### config.mk
export PLATFORM = sky130hd
export DESIGN_NAME = shift_add_multiplier
export DESIGN_NICKNAME = d
export VERILOG_FILES = /design/src/rtl/shift_add_multiplier.sv
export SDC_FILE = /design/constraint.sdc
export NUM_CORES = 1
export LEC_CHECK = 0
export ABC_AREA = 1
export CORE_MARGIN = 4
export CORE_UTILIZATION = 51
export CTS_CLUSTER_SIZE = 12
export DETAILED_ROUTE_END_ITERATION = 8
export PLACE_DENSITY = 0.78
export SLEW_MARGIN = 20
export SYNTH_ARGS = -nofsm -noshare
export SYNTH_HDL_FRONTEND = slang
export SYNTH_SLANG_ARGS = --single-unit
### constraint.sdc
create_clock -name clk -period 2.18 [get_ports clk]
set_clock_uncertainty 0.15 [all_clocks]
set_input_delay 0.436 -clock clk [delete_from_list [all_inputs] [get_ports clk]]
set_output_delay 0.436 -clock clk [all_outputs]
set_load 0.05 [all_outputs]
### src/rtl/shift_add_multiplier.sv
// Sequential shift-and-add multiplier: AQ = Q*D (+ Rem when REM_ACCUM_EN is defined).
// One iteration per clock, N iterations per operation, registered result and Done pulse.
// Optional feature macro: REM_ACCUM_EN. When it is defined, A is preloaded with Rem so that
// the result is the full dividend Q*D+Rem. When it is undefined, Rem is ignored.
module shift_add_multiplier #(
    parameter int unsigned N = 6
) (
    input  logic           clk,
    input  logic           rst,
    input  logic           start,
    input  logic [N-1:0]   Q,
    input  logic [N-1:0]   D,
    input  logic [N-1:0]   Rem,
    output logic [2*N-1:0] AQ,
    output logic           Done
);

    // Three bits cover the default width; wider operands need a wider iteration counter.
    localparam int unsigned CntW = (N > 8) ? $clog2(N) : 3;

    typedef enum logic [1:0] {StIdle, StRun, StDone, StWait} state_e;

    state_e           state_q, state_d;
    logic [N-1:0]     m_q, a_q, qr_q;
    logic [CntW-1:0]  cnt_q;
    logic [2*N-1:0]   aq_q;
    logic             done_q;

    logic [N-1:0]     a_init;
    logic [N:0]       sum;
    logic [N-1:0]     a_next, qr_next;
    logic             last_iter;

`ifdef REM_ACCUM_EN
    assign a_init = Rem;
`else
    logic unused_rem;
    assign a_init     = '0;
    assign unused_rem = ^Rem;
`endif

    // One add-then-shift step: the carry of the N+1-bit add becomes the new MSB of A.
    always_comb begin
        sum       = {1'b0, a_q} + (qr_q[0] ? {1'b0, m_q} : {(N+1){1'b0}});
        a_next    = sum[N:1];
        qr_next   = {sum[0], qr_q[N-1:1]};
        last_iter = (cnt_q == CntW'(N - 1));
    end

    // Next-state logic; WAIT absorbs a start that is still held after completion.
    always_comb begin
        state_d = state_q;
        unique case (state_q)
            StIdle:  if (start) state_d = StRun;
            StRun:   if (last_iter) state_d = StDone;
            StDone:  state_d = start ? StWait : StIdle;
            StWait:  if (!start) state_d = StIdle;
            default: state_d = StIdle;
        endcase
    end

    // State register.
    always_ff @(posedge clk or negedge rst) begin
        if (!rst) begin
            state_q <= StIdle;
        end else begin
            state_q <= state_d;
        end
    end

    // Operand capture and iteration datapath; operands are only sampled in IDLE.
    always_ff @(posedge clk or negedge rst) begin
        if (!rst) begin
            m_q   <= '0;
            a_q   <= '0;
            qr_q  <= '0;
            cnt_q <= '0;
        end else begin
            unique case (state_q)
                StIdle: begin
                    if (start) begin
                        m_q   <= D;
                        qr_q  <= Q;
                        a_q   <= a_init;
                        cnt_q <= '0;
                    end
                end
                StRun: begin
                    a_q   <= a_next;
                    qr_q  <= qr_next;
                    cnt_q <= cnt_q + 1'b1;
                end
                default: ;
            endcase
        end
    end

    // Result register loads on the edge entering DONE; Done is high only while in DONE.
    always_ff @(posedge clk or negedge rst) begin
        if (!rst) begin
            aq_q   <= '0;
            done_q <= 1'b0;
        end else begin
            if (state_q == StRun && last_iter) begin
                aq_q <= {a_next, qr_next};
            end
            done_q <= (state_d == StDone);
        end
    end

    assign AQ   = aq_q;
    assign Done = done_q;

endmodule

==> run summary <==
Synthesized area per cell = 9.72 µm²
Reg clk slew, reported paths = 110 ps
Worst Setup SP = AQ[10]
# Post-CTS Setup Buffers = 0
DP Area = 2140 µm²
Post-synthesis sequential area ratio = 49.3%
TritonCTS buffer count = 5
Detailed Place HPWL = 2640 µm
CP Class = reg2out
Worst setup path endpoint = AQ[10]
DR vias/cell = 5.04
Area of the mapped netlist = 1830 µm²
Max incr delay on CP = 810 ps
WP depth = 1
Share of layout cells above drive strength 1 = 18.5%
Initial antenna violation count = 0
Switch Pwr = 0.00181 W
# clock sinks = 36
Unrepaired setup endpoints after global routing = no
VDD IR max = 0.000870 V
Reg-to-reg slack, setup = 210 ps
Leakage Power = 1.13 nW
Wirelength, routed = 3710 µm
GRT Resource Usage Total = 18.8%
Fmax = 472 MHz
Vias = 1350
Status = complete, no violations
Maximum fanout along the worst path = 2
CTS tree = done
Crit. End Element = output pin
Hold Path Class = in2async
Final setup viols = 0
Crit path time final = 2120 ps
Synth Instances = 188
Core area = 3390 µm²
Worst Tran Pin Value = 508 ps
Rows = 21
Cell family with most CP delay = buffers and inverters
Io pins = 34
Routability cong. = 0.825
I/O Buffers = 27
Warnings from Yosys = 0
Vias in the first global route = 1380
Final antenna-violating net count = 0
P&R area growth vs syn = 20.5%
R2R depth = 11
FFs w/ async S/R, synth = 100%
Tcrit/Tclk final = 97.1%
GR Overflow Total = 0
Slew HR = 66.1%
Clock Latency Late Sink = 350 ps
Die H = 67.9 µm
Power per cell area = 1710 nW/µm²
Total Nets Final = 251
Fin util = 65.0%
Initial DRT Pass Iterations = 4
Clock share of power = 10.1%
Worst path cell trace = clkdlybuf4s50_1
Pre-CTS WS = 226 ps
Worst path arrival time = 1530 ps
Iter 0 DRT Violations = 78
RR Endpoint = AQ[9]
Worst path required time = 1590 ps
First-pass GRT wire length = 6180 µm
Slowest-stage cell, CP = clkdlybuf4s50_1
FF-to-FF Start = qr_q[0]
Clock Path Buffers = 2
EDFF count, synth = 0
Post-route cell area = 2200 µm²
Cts repair resizes = 0
Mapped Nets = 218
Largest net degree at the start of global routing = 37
Starting Density = 53.9%
CP startpoint kind = register
Max Cap Violations = 0
Die area = 4610 µm²
Internal = 0.00196 W
Drt wl/cell = 13.8 µm
Comb pwr share = 58.1%
Ant. Diodes = 0
H-tree depth = 2
#FFs+latches synth = 36
Final Max Slew Viols = 0
Final hold violations = 0
Die Span X = 67.9 µm
Final setup margin = 63.4 ps
Hold Buf Count CTS = 0
Setup TNS = 0 ps
CP Buf/Inv Count = 1
DRC violations left = 0
Unique cell type count in the Yosys netlist = 27
Clock root buffer = clkbuf_4
Top_reg_cell synth = dfrtp_1
Flop pwr share = 31.8%
Switching Share = 48.0%
==> cells by family (layout without fill, tap and decap cells) <==
group                    Yosys count  count (layout)  synth area share, %
AO/OA/AOI/OAI                     30              30                 12.5
XOR/XNOR                           1               1                0.479
adder cells (fa/ha/maj)            9               9                 6.57
buffers and inverters             31              65                 7.73
flip-flops                        36              36                 49.3
multiplexers                       6               6                 3.70
AND/OR/NAND/NOR                   75              75                 19.7
==> worst min-delay path by stage <==
stage	from	endpoint	slack (ps)	cells past startpoint
floorplan	rst	AQ[0]	-10	0
global placement	AQ[5]	AQ[5]	300	2
detailed placement	AQ[9]	AQ[9]	320	2
CTS	AQ[6]	AQ[6]	350	2
global route	m_q[5]	m_q[5]	360	1
finish	rst	m_q[3]	330	2
==> cell usage in the layout, fill, tap and decap left out, types with 3 or more instances in the layout <==
cell type	Yosys	final
dfrtp_1	36	36
nor2_1	8	8
o22ai_2	5	5
nand2_2	8	8
o21ai_2	9	9
inv_1	21	21
mux2_1	6	6
ha_1	8	8
clkdlybuf4s50_1	0	26
nand2_1	42	42
inv_2	5	5
clkbuf_4	0	5
o21ai_0	4	4
a21oi_1	5	5
o21ai_1	3	3
buf_4	0	4
nand3_1	11	11
==> stage by stage <==
step | instances | hold WS (ps) | power (W)
global route | 268 | 362 | 0.00406
global placement | 260 | 305 | 0.00328
finish | 268 | 334 | 0.00377
detailed placement | 260 | 315 | 0.00340
CTS | 268 | 349 | 0.00378
floorplan | 188 | -9.59 | 0.00285
==> power groups by stage <==
stage | Sequential (W) | Clock (W) | Combinational [W]
2_1_floorplan | 0.00151 | 0 | 0.00134
4_1_cts | 0.00120 | 0.000384 | 0.00220
3_5_place_dp | 0.00121 | 0 | 0.00219
6_report | 0.00120 | 0.000380 | 0.00219
5_1_grt | 0.00123 | 0.000415 | 0.00242
3_3_place_gp | 0.00118 | 0 | 0.00210
==> state kept, by name, indices dropped and copies added (netlist names) <==
register  cells
Done          1
a_q           6
m_q           6
cnt_q         3
state_q       2
AQ           12
qr_q          6
==> per-layer routing <==
metal	wire (µm)	GRT usage (%)	part of all wire, %	vias up
met1	1540	21.9	42	628
met2	1880	30.4	51	42
met5	0	0	0	-
li1	-	-	-	671
met4	91	10.2	2.5	0
met3	202	6.40	5.4	9
==> area by class of cell <==
cell class	instances	area, µm²
Clock buffer	8	58.8
Fill cell	268	1190
Inverter	26	97.6
Multi-Input combinational cell	121	786
Sequential cell	36	901
Tap cell	46	57.6
Timing Repair Buffer	31	303
==> Yosys cell counts (2+ instances only) <==
library cell   n  share of area, %
dfrtp_1       36                49
o21ai_0        4               1.1
inv_1         21               4.3
o22ai_1        2              0.68
o22ai_2        5               3.4
ha_1           8               5.5
o21ai_2        9               4.3
nand2_2        8               2.7
buf_6          3               1.8
inv_2          5               1.0
nor2_1         8               1.6
o21ai_1        3              0.82
buf_2          2              0.55
nand2_1       42               8.6
a21oi_1        5               1.4
mux2_1         6               3.7
nand3_1       11               3.0
Power figures use the tool's default switching activity.
